$ cat src/rtl/cline_arb_pkg.sv
// Shared types, width defaults and helpers for the cacheline arbiter.
// The round-robin policy is selected with the ARB_RR_EN macro (see cline_arb).
package rv32i_types;

  typedef enum logic [1:0] {
    IDLE = 2'd0,
    MEM  = 2'd1,
    DONE = 2'd2
  } cline_arb_state_t;

  localparam int CLINE_LINE_W = 256;
  localparam int CLINE_ADDR_W = 32;

  // Channel index reached by stepping 'off' places up from 'base', wrapping at n.
  function automatic int wrap_idx(input int base, input int off, input int n);
    int sum;
    sum = base + off;
    if (sum >= n) begin
      sum = sum - n;
    end else begin
      sum = sum;
    end
    return sum;
  endfunction

endpackage

$ cat src/rtl/cline_arb_rr_picker.sv
// Combinational grant picker: first requester searching upward from last_grant+1.
// A last_grant of NUM_CH-1 makes it a lowest-index-first priority encoder.
module rr_picker import rv32i_types::*; #(
  parameter int NUM_CH = 2,
  parameter int IDX_W  = (NUM_CH > 1) ? $clog2(NUM_CH) : 1
) (
  input  logic [NUM_CH-1:0] req,
  input  logic [IDX_W-1:0]  last_grant,
  output logic [IDX_W-1:0]  grant,
  output logic              any_req
);

  logic [IDX_W-1:0] cand_s;
  logic             hit_s;

  // Scan every channel once in wrap order and keep the first hit.
  always_comb begin
    grant   = '0;
    any_req = 1'b0;
    cand_s  = '0;
    hit_s   = 1'b0;
    for (int off = 1; off <= NUM_CH; off++) begin
      cand_s  = IDX_W'(wrap_idx(int'(last_grant), off, NUM_CH));
      hit_s   = req[cand_s] & ~any_req;
      grant   = hit_s ? cand_s : grant;
      any_req = any_req | req[cand_s];
    end
  end

endmodule

$ cat src/rtl/cline_arb.sv
// Cacheline arbiter: serialises NUM_CH read/write requesters onto one memory port.
// Define ARB_RR_EN for round-robin grants; otherwise lowest index wins.
module cline_arb import rv32i_types::*; #(
  parameter int NUM_CH = 2,
  parameter int LINE_W = CLINE_LINE_W,
  parameter int ADDR_W = CLINE_ADDR_W
) (
  input  logic                       clk,
  input  logic                       rst,
  input  logic [NUM_CH*ADDR_W-1:0]   ch_addr,
  input  logic [NUM_CH-1:0]          ch_read,
  input  logic [NUM_CH-1:0]          ch_write,
  input  logic [NUM_CH*LINE_W-1:0]   ch_wdata,
  output logic [NUM_CH*LINE_W-1:0]   ch_rdata,
  output logic [NUM_CH-1:0]          ch_resp,
  output logic [ADDR_W-1:0]          pmem_address,
  output logic [LINE_W-1:0]          pmem_wdata,
  output logic                       pmem_read,
  output logic                       pmem_write,
  input  logic [LINE_W-1:0]          pmem_rdata,
  input  logic                       pmem_resp
);

  localparam int IDX_W = (NUM_CH > 1) ? $clog2(NUM_CH) : 1;

  cline_arb_state_t state_r;
  cline_arb_state_t state_nxt;

  logic [NUM_CH-1:0] req_s;
  logic [IDX_W-1:0]  pick_s;
  logic [IDX_W-1:0]  grant_r;
  logic [IDX_W-1:0]  last_grant_s;
  logic              any_req_s;

  assign req_s = ch_read | ch_write;

`ifdef ARB_RR_EN
  logic [IDX_W-1:0] last_grant_r;

  // Remember the most recent grant so the next search starts just above it.
  always_ff @(posedge clk) begin
    if (rst) begin
      last_grant_r <= IDX_W'(NUM_CH - 1);
    end else if ((state_r == IDLE) && any_req_s) begin
      last_grant_r <= pick_s;
    end else begin
      last_grant_r <= last_grant_r;
    end
  end

  assign last_grant_s = last_grant_r;
`else
  assign last_grant_s = IDX_W'(NUM_CH - 1);
`endif

  rr_picker #(
    .NUM_CH (NUM_CH),
    .IDX_W  (IDX_W)
  ) u_picker (
    .req        (req_s),
    .last_grant (last_grant_s),
    .grant      (pick_s),
    .any_req    (any_req_s)
  );

  // State register.
  always_ff @(posedge clk) begin
    if (rst) begin
      state_r <= IDLE;
    end else begin
      state_r <= state_nxt;
    end
  end

  // Next-state decode; pmem_resp only matters while a transaction is in MEM.
  always_comb begin
    state_nxt = state_r;
    case (state_r)
      IDLE: begin
        if (any_req_s) begin
          state_nxt = MEM;
        end else begin
          state_nxt = IDLE;
        end
      end
      MEM: begin
        if (pmem_resp) begin
          state_nxt = DONE;
        end else begin
          state_nxt = MEM;
        end
      end
      DONE:    state_nxt = IDLE;
      default: state_nxt = IDLE;
    endcase
  end

  // Transaction latches, memory strobes and per-channel completion.
  always_ff @(posedge clk) begin
    if (rst) begin
      grant_r      <= '0;
      pmem_address <= '0;
      pmem_wdata   <= '0;
      pmem_read    <= 1'b0;
      pmem_write   <= 1'b0;
      ch_resp      <= '0;
      ch_rdata     <= '0;
    end else begin
      ch_resp <= '0;
      case (state_r)
        IDLE: begin
          if (any_req_s) begin
            grant_r      <= pick_s;
            pmem_address <= ch_addr[pick_s*ADDR_W +: ADDR_W];
            pmem_wdata   <= ch_wdata[pick_s*LINE_W +: LINE_W];
            // A channel raising both strobes is treated as a write.
            pmem_write   <= ch_write[pick_s];
            pmem_read    <= ~ch_write[pick_s];
          end else begin
            pmem_read    <= 1'b0;
            pmem_write   <= 1'b0;
          end
        end
        MEM: begin
          if (pmem_resp) begin
            pmem_read        <= 1'b0;
            pmem_write       <= 1'b0;
            ch_resp[grant_r] <= 1'b1;
            if (!pmem_write) begin
              ch_rdata[grant_r*LINE_W +: LINE_W] <= pmem_rdata;
            end else begin
              ch_rdata[grant_r*LINE_W +: LINE_W] <= ch_rdata[grant_r*LINE_W +: LINE_W];
            end
          end else begin
            pmem_read  <= pmem_read;
            pmem_write <= pmem_write;
          end
        end
        DONE: begin
          pmem_read  <= 1'b0;
          pmem_write <= 1'b0;
        end
        default: begin
          pmem_read  <= 1'b0;
          pmem_write <= 1'b0;
        end
      endcase
    end
  end

endmodule

$ cat config.mk
export PLATFORM = sky130hd
export DESIGN_NAME = cline_arb
export DESIGN_NICKNAME = d
export VERILOG_FILES = /design/src/rtl/cline_arb_pkg.sv /design/src/rtl/cline_arb_rr_picker.sv /design/src/rtl/cline_arb.sv
export SDC_FILE = /design/constraint.sdc
export NUM_CORES = 2
export LEC_CHECK = 0
export ABC_CLOCK_PERIOD_IN_PS = 2100
export CORE_AREA = 3 3 638 640
export CTS_BUF_LIST = sky130_fd_sc_hd__clkbuf_16
export DETAILED_ROUTE_END_ITERATION = 8
export DIE_AREA = 0 0 641 643
export HOLD_SLACK_MARGIN = 0.12
export PLACE_DENSITY = 0.3
export RECOVER_POWER = 25
export SLEW_MARGIN = 20
export SYNTH_ARGS = -nofsm -noshare
export SYNTH_HDL_FRONTEND = slang
export SYNTH_SLANG_ARGS = --single-unit
$ cat constraint.sdc
create_clock -name clk -period 2.1 [get_ports clk]
set_input_delay 0.21 -clock clk [delete_from_list [all_inputs] [get_ports clk]]
set_output_delay 0.21 -clock clk [all_outputs]
set_load 0.005 [all_outputs]
==> reports/results.tsv <==
stage	metric	value	unit
power	P_leak	0.0260	µW
run	max-cap violations	0	
clocking	clock sinks	807	
drt	Post-DRT Antenna Nets	0	
global_routing	met3 Use GR	0.0509	
sta	Worst Tran Pin Value	0.745	ns
critical_path	CP Capture Type	output port	
drt	final WL	290	mm
logic_synthesis	Cell Area, Synth	36200	µm²
sta	Max-slew headroom	0.498	
placed_design	Post-Place Cells	10500	
logic_synthesis	Mean Syn Cell Area	9.88	µm²
placed_design	Port Buffer Count	1642	
drt	Iteration-0 DRC Markers	1608	
global_routing	GR Util met1	0.130	
die	number of core rows	233	
logic_synthesis	Post-Syn Instances	3665	
sta	RSZ-0062 raised after global routing	false	
clocking	clock-pin slew on the worst setup and hold paths	0.06	ns
critical_path	Crit path buffers/inverters	1	
critical_path	Max stage delay on crit path	0.57	ns
drt	vias after detailed routing	38300	
layout	register area	16200	µm²
critical_path	crit path DAT	1.78	ns
logic_synthesis	Synth Register Bits	807	
die	io pins	1643	
sta	final slew viol count	0	
drt	Pre-antenna DRT Iters	5	
logic_synthesis	Ys Warns	0	
global_routing	total track usage	0.135	
die	die width	641	µm
global_routing	gr busiest metal	met2	
clocking	root buf cell	clkbuf_16	
logic_synthesis	register area share after synthesis	0.446	
global_routing	initial antenna violation count	59	
power	PD cells	657	nW/µm²
clocking	clk_lat worst skew	0.85	ns
logic_synthesis	number of library cell types mapped by synthesis	30	
drt	Via density	3.34	
sta	Setup-failing EPs final	0	
sta	Clock Skew	0.0431	ns
hold_path	type of the worst min-delay path	input port to register	
clocking	number of buffers created by CTS	115	
layout	Final Non-Filler Cells	11500	
clocking	# H-tree levels	3	
sta	Tmin final	1.99	ns
placed_design	dpl hpwl	242	mm
placed_design	Placer Congestion	0.891	
critical_path	cell-by-cell trace of the critical path	dlygate4sd2_1	
global_routing	met2 usage in global routing	0.261	
layout	Layout area overhead	95.3	%
die	Die Footprint	412000	µm²
global_routing	largest net degree at the start of global routing	82	
sta	fin crit share	0.948	
die	Initial Util	0.0901	
layout	Final Core Density	0.176	
global_routing	vias in the first global route	40800	
sta	fmax	502	MHz
logic_synthesis	leading area contributor after synthesis	dfxtp_1	
global_routing	gr ovfl total	0	
die	Core Region	402000	µm²
logic_synthesis	top cells by area, synth	dfxtp_1 (45%), mux2i_1 (14%), nand2b_1 (13%), a311oi_2 (9.1%), a21oi_1 (4.0%)	
layout	area of the multi-input gates	18200	µm²
critical_path	family with the most delay on the worst path	flip-flops	
critical_path	worst-path maximum fanout	2	
critical_path	slowest cell on the critical path	dfxtp_1	
clocking	CTS tree	yes	
layout	nets@finish	6903	
global_routing	wire length of the first global-routing pass	380	mm
logic_synthesis	post-synth top area share	0.446	
power	VDD IR-drop max	0.681	mV
drt	DR WL/cell	25.4	µm
layout	layout cells sized above 1	0.118	
critical_path	Setup Crit Path Kind	register to output port	
sta	Final Hold Fails	0	
die	Die Height	643	µm
status	outcome	completed	
logic_synthesis	syn_nets	4504	
layout	final-layout fill cell count	44800	
critical_path	Req. time, crit path	1.89	ns
drt	DRC	0	
clocking	Max clock buf depth	4	
critical_path	crit start category	register	
==> final cells by class <==
class | instances | area share
clock inverters | 82 | 0.00743
repair buffers | 2680 | 0.371
well taps | 5287 | 0.0935
diodes | 19 | 0.000672
multi-input cells | 2460 | 0.257
flip-flops and latches | 807 | 0.229
clock buffers | 115 | 0.0407
==> synthesized netlist by cell type <==
| cell type | instances |
|---|---|
| nor2_1 | 4 |
| or2_1 | 1 |
| a21oi_1 | 292 |
| buf_2 | 48 |
| nor3b_1 | 2 |
| a21bo_2 | 1 |
| or4bb_1 | 1 |
| clkbuf_1 | 315 |
| dfxtp_1 | 807 |
| nand3_1 | 289 |
| or4_1 | 1 |
| nand3b_1 | 1 |
| o21ai_1 | 20 |
| nand2_1 | 2 |
| and2_1 | 2 |
| a311oi_2 | 220 |
| buf_4 | 2 |
| nor3_1 | 2 |
| a311oi_1 | 68 |
| o211ai_1 | 1 |
| mux2i_1 | 512 |
| or3_1 | 1 |
| nand2b_1 | 768 |
| nor2_2 | 1 |
| or3b_2 | 1 |
| nor2b_1 | 1 |
| o21ai_0 | 268 |
| buf_1 | 9 |
| buf_6 | 24 |
| or2_2 | 1 |
==> sequential cells by signal, indices dropped and copies added, names as in the netlist <==
name / count
state_r: 2
pmem_write: 1
grant_r: 1
pmem_address: 32
ch_rdata: 512
ch_resp: 2
pmem_wdata: 256
pmem_read: 1
==> cell families (layout without fill, tap and decap cells) <==
family,after synthesis,in the layout,synth area share
and+or+nand+nor,1078,1078,0.176
AOI/OAI and AO/OA,870,870,0.188
DFF,807,807,0.446
muxes,512,512,0.142
buffers and inverters,398,2877,0.0481
other,0,19,0
==> worst paths after layout <==
check / end / startpoint / slack, ns / cells after the start
setup reg to reg: ch_rdata[212]$_SDFFE_PP0P_ / state_r[1]$_SDFF_PP0_ / 0.16 / 6
setup / recovery: pmem_address[14] / pmem_address[14]$_SDFFE_PP0P_ / 0.11 / 1
hold reg to reg: pmem_read$_SDFFE_PP0P_ / pmem_read$_SDFFE_PP0P_ / 0.45 / 2
hold / removal: pmem_wdata[223]$_SDFFE_PP0P_ / ch_wdata[223] / 0.17 / 3
==> per-stage QoR <==
step	area, µm²	setup slack [ns]	power, µW	hold WS [ns]	TNS (ns)
2_1_floorplan	36200	0.364	20600	0.385	0
3_3_place_gp	60600	-0.575	27800	0.450	-98.01
3_5_place_dp	60600	-0.582	27800	0.449	-114.59
4_1_cts	71200	0.000243	48000	0.120	0
5_1_grt	70700	0.000147	48700	0.138	0
6_report	70700	0.110	46500	0.172	0
==> repair_timing <==
action,in CTS,in global routing
buffers inserted,0,0
cloned,0,0
gates resized for setup,332,16
setup endpoints to repair,261,16
hold buffers,731,0
endpoints found under the hold margin,752,0
==> routing by layer <==
| layer | part of all wire | up-vias |
|---|---|---|
| li1 | - | 17900 |
| met1 | 0.34 | 18800 |
| met2 | 0.54 | 1233 |
| met3 | 0.088 | 318 |
| met4 | 0.036 | 24 |
| met5 | 0.00057 | - |
==> cells in the final DEF, fill, tap and decap left out, types with 2 or more instances in the layout <==
cell / n
nand2_1: 2
a21oi_1: 292
buf_12: 58
nand3_1: 289
clkdlybuf4s15_2: 11
buf_6: 2
buf_2: 2
diode_2: 19
clkbuf_2: 58
inv_1: 30
clkinv_2: 10
o21ai_0: 268
buf_4: 221
clkdlybuf4s50_1: 1352
dfxtp_4: 10
buf_8: 2
clkbuf_4: 5
bufinv_16: 4
clkinv_1: 32
dlygate4sd2_1: 217
nand2b_1: 768
or2_4: 2
clkinv_16: 3
clkdlybuf4s15_1: 13
o21ai_1: 20
nor3_1: 2
nor2_4: 3
dfxtp_2: 19
clkbuf_1: 8
a311oi_2: 195
nor2_1: 2
a311oi_1: 93
mux2i_1: 512
clkbuf_16: 115
dfxtp_1: 778
dlygate4sd3_1: 731
==> power by group <==
| group | internal (µW) | total, µW | switching [µW] | leakage, µW |
|---|---|---|---|---|
| sequential | 16300 | 17100 | 828 | 0.00661 |
| combinational | 5410 | 10900 | 5450 | 0.0176 |
| clock | 10300 | 18500 | 8190 | 0.00177 |
| total | 32000 | 46500 | 14500 | 0.0260 |
(Power assumes the default switching activity.)
